## src/rtl/seq_divider8.sv

```systemverilog
// seq_divider8: iterative unsigned restoring divider, one quotient bit per clock.
// Latency WIDTH cycles start->done (1 cycle on divide-by-zero); start is ignored while busy.
module seq_divider8 #(
  parameter int WIDTH = 8
) (
  input  logic             clk,
  input  logic             rst_n,
  input  logic             start,
  input  logic [WIDTH-1:0] dividend,
  input  logic [WIDTH-1:0] divisor,
  output logic             busy,
  output logic             done,
  output logic [WIDTH-1:0] quotient,
  output logic [WIDTH-1:0] remainder,
  output logic             div_by_zero
);

  localparam int CW = $clog2(WIDTH + 1);

  typedef enum logic [1:0] {
    IDLE = 2'd0,
    RUN  = 2'd1,
    FIN  = 2'd2
  } state_t;

  state_t           state;
  state_t           state_nxt;

  logic [WIDTH-1:0] dsr;
  logic [WIDTH-1:0] dvs;
  logic [WIDTH:0]   pr;
  logic [CW-1:0]    cnt;
  logic             done_q;

  logic             accept;
  logic             zero_div;
  logic             last_iter;
  logic [WIDTH:0]   pr_shift;
  logic [WIDTH:0]   trial;
  logic             carry_raw;
  logic             carry;
  logic [WIDTH:0]   pr_nxt;
  logic [WIDTH-1:0] dsr_nxt;

  assign accept    = start && (state != RUN);
  assign zero_div  = (divisor == '0);
  assign last_iter = (state == RUN) && (cnt == CW'(WIDTH - 1));

  // Trial subtraction in the same a + ~b + 1 form as the upstream subtractor.
  always_comb begin
    pr_shift           = {pr[WIDTH-1:0], dsr[WIDTH-1]};
    {carry_raw, trial} = {1'b0, pr_shift} + {1'b0, ~{1'b0, dvs}} + {{(WIDTH+1){1'b0}}, 1'b1};
    // A set top bit means the shifted value is at least 2^(WIDTH+1), always above the divisor.
    carry              = carry_raw | pr[WIDTH];
    pr_nxt             = carry ? trial : pr_shift;
    dsr_nxt            = {dsr[WIDTH-2:0], carry};
  end

  always_ff @(posedge clk or negedge rst_n) begin
    if (!rst_n) begin
      state <= IDLE;
    end else begin
      state <= state_nxt;
    end
  end

  always_comb begin
    state_nxt = state;
    case (state)
      IDLE, FIN: begin
        if (accept) begin
          state_nxt = zero_div ? FIN : RUN;
        end
      end
      RUN: begin
        if (last_iter) begin
          state_nxt = FIN;
        end
      end
      default: state_nxt = IDLE;
    endcase
  end

  always_comb begin
    busy = (state == RUN);
    done = done_q;
  end

  always_ff @(posedge clk or negedge rst_n) begin
    if (!rst_n) begin
      dsr         <= '0;
      dvs         <= '0;
      pr          <= '0;
      cnt         <= '0;
      done_q      <= 1'b0;
      quotient    <= '0;
      remainder   <= '0;
      div_by_zero <= 1'b0;
    end else begin
      done_q <= 1'b0;
      if (accept) begin
        if (zero_div) begin
          quotient    <= '1;
          remainder   <= dividend;
          div_by_zero <= 1'b1;
          done_q      <= 1'b1;
        end else begin
          dsr         <= dividend;
          dvs         <= divisor;
          pr          <= '0;
          cnt         <= '0;
          div_by_zero <= 1'b0;
        end
      end else if (state == RUN) begin
        pr  <= pr_nxt;
        dsr <= dsr_nxt;
        cnt <= cnt + CW'(1);
        // Results are only published at completion so back-to-back starts keep the old ones visible.
        if (last_iter) begin
          quotient  <= dsr_nxt;
          remainder <= pr_nxt[WIDTH-1:0];
          done_q    <= 1'b1;
        end
      end
    end
  end

endmodule

```

## config.mk

```make
export PLATFORM = sky130hd
export DESIGN_NAME = seq_divider8
export DESIGN_NICKNAME = d
export VERILOG_FILES = /design/src/rtl/seq_divider8.sv
export SDC_FILE = /design/constraint.sdc
export NUM_CORES = 1
export LEC_CHECK = 0
export BUFFER_PORTS_ARGS = -buffer_cell sky130_fd_sc_hd__clkbuf_2
export CAP_MARGIN = 20
export CORE_ASPECT_RATIO = 0.75
export CORE_MARGIN = 2
export CORE_UTILIZATION = 57
export CTS_CLUSTER_DIAMETER = 30
export CTS_CLUSTER_SIZE = 28
export DETAILED_ROUTE_END_ITERATION = 12
export PLACE_DENSITY = 0.79
export SYNTH_ARGS = -nofsm -noshare
export SYNTH_HDL_FRONTEND = slang
export SYNTH_SLANG_ARGS = --single-unit
```

## constraint.sdc

```tcl
create_clock -name clk -period 2.5 [get_ports clk]
set_input_delay 0.25 -clock clk [delete_from_list [all_inputs] [get_ports clk]]
set_output_delay 0.25 -clock clk [all_outputs]
set_load 0.05 [all_outputs]
```

==> metrics.log <==
[metrics] gp weighted congestion: ~1
[metrics] portion of the clock cycle consumed by the worst path in the final layout: between 80% and 90%
[metrics] die outline height: 63.1 um
[metrics] Maximum Capacitance Violations: 0
[metrics] via count of the first global-routing pass: 2252
[metrics] worst setup path startpoint: dsr[7]
[metrics] sequential-to-total area share from yosys stat: 46.3%
[metrics] global-route wire length before repair: 11000 um
[metrics] fraction of layout cells with a size suffix above 1: roughly 20%
[metrics] number of buffers and inverters on the critical path: 2
[metrics] number of nets still failing antenna checks after routing: 0
[metrics] setup repair after global routing missed its margin: no
[metrics] sinks on the clock net: between 40 and 50
[metrics] routed wire length: 6630 um
[metrics] latest clock arrival within the worst-skew pair: 0.32 ns
[metrics] Worst Setup Start Kind: flop
[metrics] min cycle time layout: 2.19 ns
[metrics] endpoint required time on the critical path: 2.71 ns
[metrics] routed wire length per instance: 17.3 um
[metrics] proportion of register bits with asynchronous set or reset after synthesis: 100%
[metrics] Max Buffers Root-to-Sink: 2
[metrics] combined global-route utilization of all metal layers: 28.0%
[metrics] Final #Nets: 353
[metrics] die footprint: 5220 sq um
[metrics] register bit count reported by yosys: a little under 50
[metrics] number of gates given a new drive strength after cts: 0
[metrics] number of placement rows: 21
[metrics] number of optimization iterations in the first detailed-route pass: 4
[metrics] routed length on met1: 3010 um
[metrics] core area: 4470 sq um
[metrics] Congestion Overflow GR: 0
[metrics] classification of the worst-slack hold path: primary input to async pin
[metrics] violation count after the first detailed-route iteration: between 200 and 250
[metrics] Layout area overhead: 12.8%
[metrics] worst hold margin: 0.0173 ns
[metrics] starting density of the core: 59.3%
[metrics] estimated wirelength of the detail-placed design: 4870 um
[metrics] Main synth FF type: sky130_fd_sc_hd__dfrtp_1
[metrics] CP peak stage delay: roughly 0.43 ns
[metrics] peak fanout along the critical path: 4
[metrics] cell type with the highest aggregate area in the netlist: sky130_fd_sc_hd__dfrtp_1
[metrics] clock transition at the register clock pins on the worst setup and hold paths after CTS: 0.11 ns
[metrics] DR vias: about 2.4k
[metrics] TritonCTS clock tree: yes
[metrics] actual slew at the worst max-slew pin: approximately 0.7 ns
[metrics] final clock skew: about 0.013 ns
[metrics] number of pins with negative max-slew slack in the final report: 0
[metrics] Top Family by Delay on Critical Path: adder cells
[metrics] Mapped Cells: 284
[metrics] count of unresolved DRC violations after routing: 0
[metrics] Layout fillers: 373
[metrics] main area contributors after synthesis: sky130_fd_sc_hd__dfrtp_1 (46%), sky130_fd_sc_hd__nand2_1 (5.9%), sky130_fd_sc_hd__ha_1 (4.2%)
[metrics] start of the worst register-to-register path: dsr[7]
[metrics] number of I/O port buffers: 37
[metrics] Final Setup Violations: 0
[metrics] detail-routed via count per cell: 6.20
[metrics] number of antenna violations at the first check in global routing: 0
[metrics] routed wl met2: between 3000 and 4000 um
[metrics] post-CTS setup-driven buffer insertion count: 0
[metrics] count of flip-flops with a built-in enable after synthesis: 0
[metrics] Post-Synthesis Net Count: 313
[metrics] mean area per synthesized cell: about 9.3 sq um
[metrics] count of final hold-check violations: 0
[metrics] largest net degree at the start of global routing: 50
[metrics] DIE WIDTH: ~83 um
[metrics] Synth top area share: a little under half
[metrics] top achievable clock speed: 456 MHz
[metrics] top routing layer in use: met4
[metrics] worst slew margin relative to its limit: 53.3%
[metrics] Critical Path AT: around 2.4 ns
[metrics] number of CTS-inserted buffers: 5
[metrics] buffer cell driving the clock tree root: sky130_fd_sc_hd__clkbuf_8
[metrics] Cell variety after synth: 51
[metrics] sum of met3 wire segment lengths after detailed routing: approximately 430 um
[metrics] sum of negative setup slack: 0 ns
[metrics] total of warnings raised by yosys: 0
[metrics] Worst path most repeated cell: sky130_fd_sc_hd__inv_1
[metrics] Antenna Cells: 0
[metrics] worst setup path category: flop to flop
[metrics] area of the mapped netlist: 2650 sq um
[metrics] cts hold-fix bufs: 0
[metrics] type of element capturing the critical path: flop
[metrics] run status: completed
[metrics] total I/O pin count: 38
[metrics] series of cell instances along the critical path: inv_1, ha_1, inv_1, fa_1, a21o_1, nand3_1, mux2_2, o22ai_1, o211ai_1
[metrics] CTS H-Tree Depth: 2
[metrics] slowest stage cell on the critical path: sky130_fd_sc_hd__dfrtp_1
## cell families (layout without fill, tap and decap cells)
family | count (synthesis) | after routing | synth area share (%)
adders and majority gates | 10 | 10 | 5.00
and+or+nand+nor | 103 | 103 | 18.1
AOI/OAI and AO/OA | 91 | 91 | 24.1
DFF | 49 | 49 | 46.3
buffers and inverters | 25 | 66 | 4.44
muxes | 1 | 1 | 0.425
xor gates and xnor gates | 5 | 5 | 1.65
## sequential cells by signal, summed over array words and instances, names as in the netlist, 2 cells and up
signal     count
dvs            8
quotient       8
dsr            8
state          2
remainder      8
pr             9
cnt            4
## layer usage
metal  global-route usage, %  vias to the layer above
met5                       0                        -
met4                    10.2                        0
met3                    5.30                       13
met2                    41.2                       90
met1                    41.2                     1153
li1                        -                     1113
## cell type report
cell class              instances  area (sq um)  share of cell area (%)
well taps                      57          71.3                    2.39
flip-flops and latches         49          1230                    41.0
clock inverters                 3          21.3                   0.712
repair buffers                 46           250                    8.37
multi-input cells             210          1310                    43.7
clock buffers                   5          68.8                    2.30
inverters                      12          45.0                    1.51
## Yosys cell counts, drive strengths merged, types with 2 or more instances
master   number
or3           4
o22a         11
a21o          5
a2bb2oi       2
xor2          3
o21ai        16
nor3          7
inv          12
nand2b        2
o211ai        2
o2bb2ai       2
ha            9
a211oi        3
a211o         2
and2          2
o311ai        2
xnor2         2
clkbuf        4
nor4          2
nand3         5
o31ai         8
nor2         27
a31oi        14
dfrtp        49
nand2        43
and3          5
buf           9
o22ai         2
nand4         4
a21oi        13
## path summary, 6_finish.rpt
check / cells after the start / end / slack, ns
max in group asynchronous: 2 / dsr[0] / 2.07
worst min-delay path: 2 / quotient[6] / 0.02
worst max-delay path: 9 / pr[6] / 0.31
worst max register to register: 9 / pr[6] / 0.31
worst min register to register: 1 / quotient[2] / 0.50
min in group clk: 3 / dvs[5] / 0.16
## stage by stage
stage / cell area [sq um] / util [%] / cells / setup WS, ns
detailed placement: 2890 / 64.8 / 373 / 0.303
CTS: 2980 / 66.8 / 381 / 0.298
floorplan: 2650 / - / 284 / 0.524
finish: 2990 / 66.9 / 382 / 0.308
global route: 2990 / 66.9 / 382 / 0.153
global placement: 2890 / 64.8 / 373 / 0.352
## cells in the final DEF, fill, tap and decap left out, types with 3 or more instances in the layout
master                     instances
sky130_fd_sc_hd__dfrtp_1          49
sky130_fd_sc_hd__nand2_1          42
sky130_fd_sc_hd__clkbuf_2         37
sky130_fd_sc_hd__nor2_1           26
sky130_fd_sc_hd__o21ai_0          15
sky130_fd_sc_hd__a31oi_1          14
sky130_fd_sc_hd__inv_1            12
sky130_fd_sc_hd__a21oi_1          12
sky130_fd_sc_hd__o22a_1           11
sky130_fd_sc_hd__ha_1              9
sky130_fd_sc_hd__buf_4             8
sky130_fd_sc_hd__o31ai_1           7
sky130_fd_sc_hd__nor3_1            7
sky130_fd_sc_hd__a21o_1            5
sky130_fd_sc_hd__nand3_1           5
sky130_fd_sc_hd__and3_1            5
sky130_fd_sc_hd__clkbuf_8          5
sky130_fd_sc_hd__or3_1             4
sky130_fd_sc_hd__a211oi_1          3
sky130_fd_sc_hd__nand4_1           3
sky130_fd_sc_hd__xor2_1            3
Power is not shown: default switching activity piles up to over one toggle a cycle in this logic, so the estimate is an artifact.
